## src/rtl/la_rrsel2_if.sv

```systemverilog
// Handshake bundle between the two requesters and the la_rrsel2 arbiter.
// The requester side (master) drives en/req/last; the arbiter (slave) returns the grant.
interface la_rrsel2_if;
  // Handshake contract: req[i] is a level that stays high until requester i is served.
  // gnt is one-hot or zero and changes only on a clock edge.
  // While gnt[i] is set, the owner raises last on its final cycle, or drops req[i], to release.
  logic       en;
  logic [1:0] req;
  logic       last;
  logic [1:0] gnt;
  logic       busy;
  logic       tmo;
  logic [1:0] state;  // arbiter FSM state, exposed for checkers

  modport master (output en, req, last, input gnt, busy, tmo, state);
  modport slave  (input en, req, last, output gnt, busy, tmo, state);
endinterface

```

## src/rtl/la_rrsel2.sv

```systemverilog
// Two-requester round-robin arbiter with a registered one-hot grant for an and-or select cell.
// Optional hold-time watchdog enabled by defining LA_RRSEL2_TIMEOUT_EN.
module la_rrsel2 #(
  parameter     PROP    = "DEFAULT",
  parameter int MAXHOLD = 16
) (
  input logic       clk,
  input logic       nreset,
  la_rrsel2_if.slave bus
);

  // State encoding is the grant itself, so gnt comes straight from flops.
  localparam logic [1:0] IDLE = 2'b00;
  localparam logic [1:0] OWN0 = 2'b01;
  localparam logic [1:0] OWN1 = 2'b10;

  logic [1:0] state_q, state_d;
  logic       ptr_q, ptr_d;
  logic       owner, other;
  logic       timeout;
  logic       rel;

  function automatic logic [1:0] pick(input logic [1:0] r, input logic p);
    logic [1:0] s;
    case (r)
      2'b11:   s = p ? OWN1 : OWN0;
      2'b01:   s = OWN0;
      2'b10:   s = OWN1;
      default: s = IDLE;
    endcase
    return s;
  endfunction

  assign owner = state_q[1];
  assign other = ~owner;

  always_comb begin
    rel     = ~bus.req[owner] | bus.last | timeout;
    state_d = state_q;
    ptr_d   = ptr_q;
    case (state_q)
      IDLE: begin
        if (bus.en) state_d = pick(bus.req, ptr_q);
      end
      OWN0, OWN1: begin
        if (rel) begin
          ptr_d   = other;
          state_d = bus.en ? pick(bus.req, other) : IDLE;
        end
      end
      default: state_d = IDLE;
    endcase
  end

  always_ff @(posedge clk or negedge nreset) begin
    if (!nreset) begin
      state_q <= IDLE;
      ptr_q   <= 1'b0;
    end else begin
      state_q <= state_d;
      ptr_q   <= ptr_d;
    end
  end

  assign bus.gnt   = state_q;
  assign bus.busy  = |state_q;
  assign bus.state = state_q;

`ifdef LA_RRSEL2_TIMEOUT_EN
  localparam int              CW   = $clog2(MAXHOLD);
  localparam logic [CW-1:0]   CMAX = CW'(MAXHOLD - 1);

  logic [CW-1:0] cnt_q;
  logic          tmo_q;

  // Only a waiting peer can force the owner off; a lone owner may hold forever.
  assign timeout = (state_q != IDLE) && (cnt_q == CMAX) && bus.req[other];

  always_ff @(posedge clk or negedge nreset) begin
    if (!nreset) begin
      cnt_q <= '0;
      tmo_q <= 1'b0;
    end else begin
      tmo_q <= timeout & bus.req[owner] & ~bus.last;
      if (state_q == IDLE || rel) cnt_q <= '0;
      else if (cnt_q != CMAX)     cnt_q <= cnt_q + 1'b1;
    end
  end

  assign bus.tmo = tmo_q;
`else
  assign timeout = 1'b0;
  assign bus.tmo = 1'b0;
`endif

endmodule
```

## src/flat_wrapper.sv

```systemverilog
// flat-port wrapper written by rule: the top's interface ports become plain ports
module la_rrsel2_flat 
#(
  parameter     PROP    = "       ",
  parameter int MAXHOLD = 16
)
  (clk, nreset, bus_en, bus_req, bus_last, bus_gnt, bus_busy, bus_tmo, bus_state);
  la_rrsel2_if bus_i ();
  input logic clk;
  input logic nreset;
  input wire logic [$bits(bus_i.en)-1:0] bus_en;
  input wire logic [$bits(bus_i.req)-1:0] bus_req;
  input wire logic [$bits(bus_i.last)-1:0] bus_last;
  output wire logic [$bits(bus_i.gnt)-1:0] bus_gnt;
  output wire logic [$bits(bus_i.busy)-1:0] bus_busy;
  output wire logic [$bits(bus_i.tmo)-1:0] bus_tmo;
  output wire logic [$bits(bus_i.state)-1:0] bus_state;
  assign bus_i.en = bus_en;
  assign bus_i.req = bus_req;
  assign bus_i.last = bus_last;
  assign bus_gnt = bus_i.gnt;
  assign bus_busy = bus_i.busy;
  assign bus_tmo = bus_i.tmo;
  assign bus_state = bus_i.state;
  la_rrsel2 #(.PROP(PROP), .MAXHOLD(MAXHOLD)) u_core (.clk(clk), .nreset(nreset), .bus(bus_i));
endmodule
```

## config.mk

```make
export PLATFORM = sky130hd
export DESIGN_NAME = la_rrsel2_flat
export DESIGN_NICKNAME = d
export VERILOG_FILES = /design/src/rtl/la_rrsel2_if.sv /design/src/rtl/la_rrsel2.sv /design/src/flat_wrapper.sv
export SDC_FILE = /design/constraint.sdc
export NUM_CORES = 1
export LEC_CHECK = 0
export BUFFER_PORTS_ARGS = -buffer_cell sky130_fd_sc_hd__clkbuf_2
export CAP_MARGIN = 20
export CORE_AREA = 2 2 39 41
export DETAILED_ROUTE_END_ITERATION = 8
export DIE_AREA = 0 0 41 43
export GPL_TIMING_DRIVEN = 1
export PLACE_DENSITY = 0.46
export SYNTH_ARGS = -nofsm -noshare
export SYNTH_HDL_FRONTEND = slang
export SYNTH_SLANG_ARGS = --single-unit
```

## constraint.sdc

```tcl
create_clock -name clk -period 3 [get_ports clk]
set_input_delay 0.15 -clock clk [delete_from_list [all_inputs] [get_ports clk]]
set_output_delay 0.15 -clock clk [all_outputs]
set_load 0.03 [all_outputs]
```

==> results.yml <==
pwr:
  p_leak_nw: 0.173
  powerDensity_mw_per_mm2: 1180
  ir_drop_mv: 0.294
routing:
  avgViaCountPerCell: 4.67
  wirelength_um: 550
  drc_errors: 0
  vias: 280
  postRouteAntennaNets: 0
  firstDrtPassIters: 4
  drtIter0Drc: 9
  wire_per_inst_um: 9.17
synth:
  yosysWarnings: 0
  netlist_instances: 32
  synth_seq_cells: 3
  ys_types: 16
  syn_area_um2: 270
  synth_seq_area_share: 0.278
  syn_nets: 40
  synth_top_cells_by_area: "dfrtp_1 28%, ha_1 9.3%, buf_4 8.3%, o221a_2 8.3%, inv_1 6.9%"
  yosysTopAreaCellShare: 0.278
  yosysTopAreaCell: "dfrtp_1"
  syn_avg_cell_area_um2: 8.45
clocking:
  cts-root-buf: "clkbuf_4"
  cts_resized: 0
  cts.sinks: 3
  htree_levels: 1
  cts_inserted_buffers: 3
  clock_path_buffers: 2
  clk_pin_slew_ns: 0.04
  post_cts_buffers: 0
  cts_tree: "yes"
  clk-insertion-delay-late_ns: 0.23
sta:
  setup_viol: 0
  drv_slew: 0
  max_freq_ghz: 0.644
  tns_ns: 0
  hold_ws_ns: 0.238
  hold_viol: 0
  min_period_ns: 1.55
  rsz0062_at_grt: "false"
  period_share: 0.518
  fin_skew_ns: 0.00378
placed_design:
  dp.final_hpwl_um: 448
  io_buffers: 10
  gp_congestion: 0.671
global_routing:
  track_usage: 0.0813
  grt_overflow: 0
  grt_pass1_vias: 246
  antenna_found_initial: 0
  grt_pass1_wl_um: 917
  grt_max_degree: 9
layout:
  multiInputGateArea_um2: 154
  drive_above_1_share: 0.341
  area_growth_pct: 31.0
  fill_cells: 152
  insertedDiodeCount: 0
  seq_area_um2: 75.1
  nNetsFinal: 53
  fin_util: 0.256
die:
  die_w_um: 41
  initial_core_util: 0.195
  rows: 14
  fp.coreArea_mm2: 0.00138
  ios: 12
  dieArea_mm2: 0.00176
  dieHeight_um: 43
setup_path:
  path_max_fanout: 8
  worstSetupPathType: "reg2reg"
  end_kind: "flop"
  cp.required_ns: 3.10
  critPathArrivalTime_ns: 1.65
  cp-start-kind: "flop"
  startpoint: "u_core.bus.gnt[1]"
  r2r-start: "u_core.bus.gnt[1]"
outcome:
  status: "complete, no violations"
run:
  drv_cap: 0
worst_hold_path:
  hold_path.class: "in2reg"
  min-delay-start: "bus_req[0]"
state kept, by name (all words and copies together), names as in the netlist:
| register | count |
|---|---|
| u_core.bus.gnt | 2 |
| u_core.ptr_q | 1 |
cell families after synthesis:
logic type	share of synthesized area
compound gates	0.310
fa+ha+maj	0.0926
buf+inv	0.153
flops	0.278
mux	0.0370
other cells	0.0139
simple gates	0.116
path summary, 6_finish.rpt:
path                                endpoint  slack (ns)  cells after the start
max in group asynchronous       u_core.ptr_q        2.64                      2
max reg2reg                u_core.bus.gnt[0]        1.45                      5
min in group asynchronous  u_core.bus.gnt[1]        0.25                      2
min reg2reg                     u_core.ptr_q        0.55                      1
max                        u_core.bus.gnt[0]        1.45                      5
min                        u_core.bus.gnt[0]        0.24                      3
cells in the final DEF (no fill, tap or decap):
| master | netlist | final |
|---|---|---|
| nand3_1 | 1 | 1 |
| clkbuf_2 | 0 | 10 |
| a21oi_1 | 2 | 2 |
| conb_1 | 1 | 1 |
| ha_1 | 2 | 2 |
| clkbuf_1 | 0 | 1 |
| nand2_1 | 2 | 2 |
| nand2b_1 | 3 | 3 |
| o2111ai_1 | 2 | 2 |
| mux2i_1 | 1 | 1 |
| inv_1 | 5 | 5 |
| o21ai_0 | 1 | 1 |
| clkbuf_4 | 0 | 3 |
| o21a_1 | 1 | 1 |
| dlygate4sd3_1 | 0 | 1 |
| o22ai_1 | 2 | 2 |
| o221a_2 | 2 | 2 |
| dfrtp_1 | 3 | 3 |
| o2bb2ai_1 | 1 | 1 |
cells in the mapped netlist:
master and n:
o21a_1 1, nand2b_1 3, conb_1 1, buf_4 3, o22ai_1 2, nand2_1 2
dfrtp_1 3, o2bb2ai_1 1, o2111ai_1 2, nand3_1 1, o21ai_0 1, ha_1 2
inv_1 5, a21oi_1 2, o221a_2 2, mux2i_1 1
where the power goes:
| part | leakage [nW] | internal (W) | switching, W |
|---|---|---|---|
| logic | 0.122 | 0.0000983 | 0.000163 |
| clock network | 0.0150 | 0.0000497 | 0.0000197 |
| registers | 0.0355 | 0.0000594 | 0.0000264 |
| total | 0.173 | 0.000207 | 0.000210 |
worst max-delay path, cell delays in order, from the launching register on:
cell	delay, ns
dfrtp_1	0.48
inv_1	0.10
ha_1	0.35
a21oi_1	0.21
o221a_2	0.22
o22ai_1	0.07
metal layers:
layer,track usage,vias up,part of all wire
li1,-,137,-
met1,0.0900,130,0.41
met2,0.109,13,0.48
met3,0.0471,0,0.11
met4,0.0600,0,0
met5,0,-,0
layout make-up:
class	count	area share
multi-input combinational	21	0.435
sequential	3	0.212
timing repair buffer	11	0.170
clock buffer	4	0.0742
tap	16	0.0565
inverter	5	0.0530
through the flow:
| step | instances | area, um2 | total power [W] | worst slack, ns |
|---|---|---|---|---|
| 5_1_grt | 60 | 354 | 0.000455 | 1.34 |
| 4_1_cts | 60 | 354 | 0.000422 | 1.45 |
| 3_3_place_gp | 55 | 318 | 0.000354 | 1.45 |
| 2_1_floorplan | 32 | 270 | 0.000302 | 1.38 |
| 6_report | 60 | 354 | 0.000417 | 1.45 |
| 3_5_place_dp | 55 | 318 | 0.000349 | 1.46 |
timing repair:
action,4_1_cts,5_1_grt
hold buffers,1,0
endpoints found under the setup margin,0,0
endpoints found under the hold margin,3,0
No activity file was read; power rests on OpenSTA's default activity.
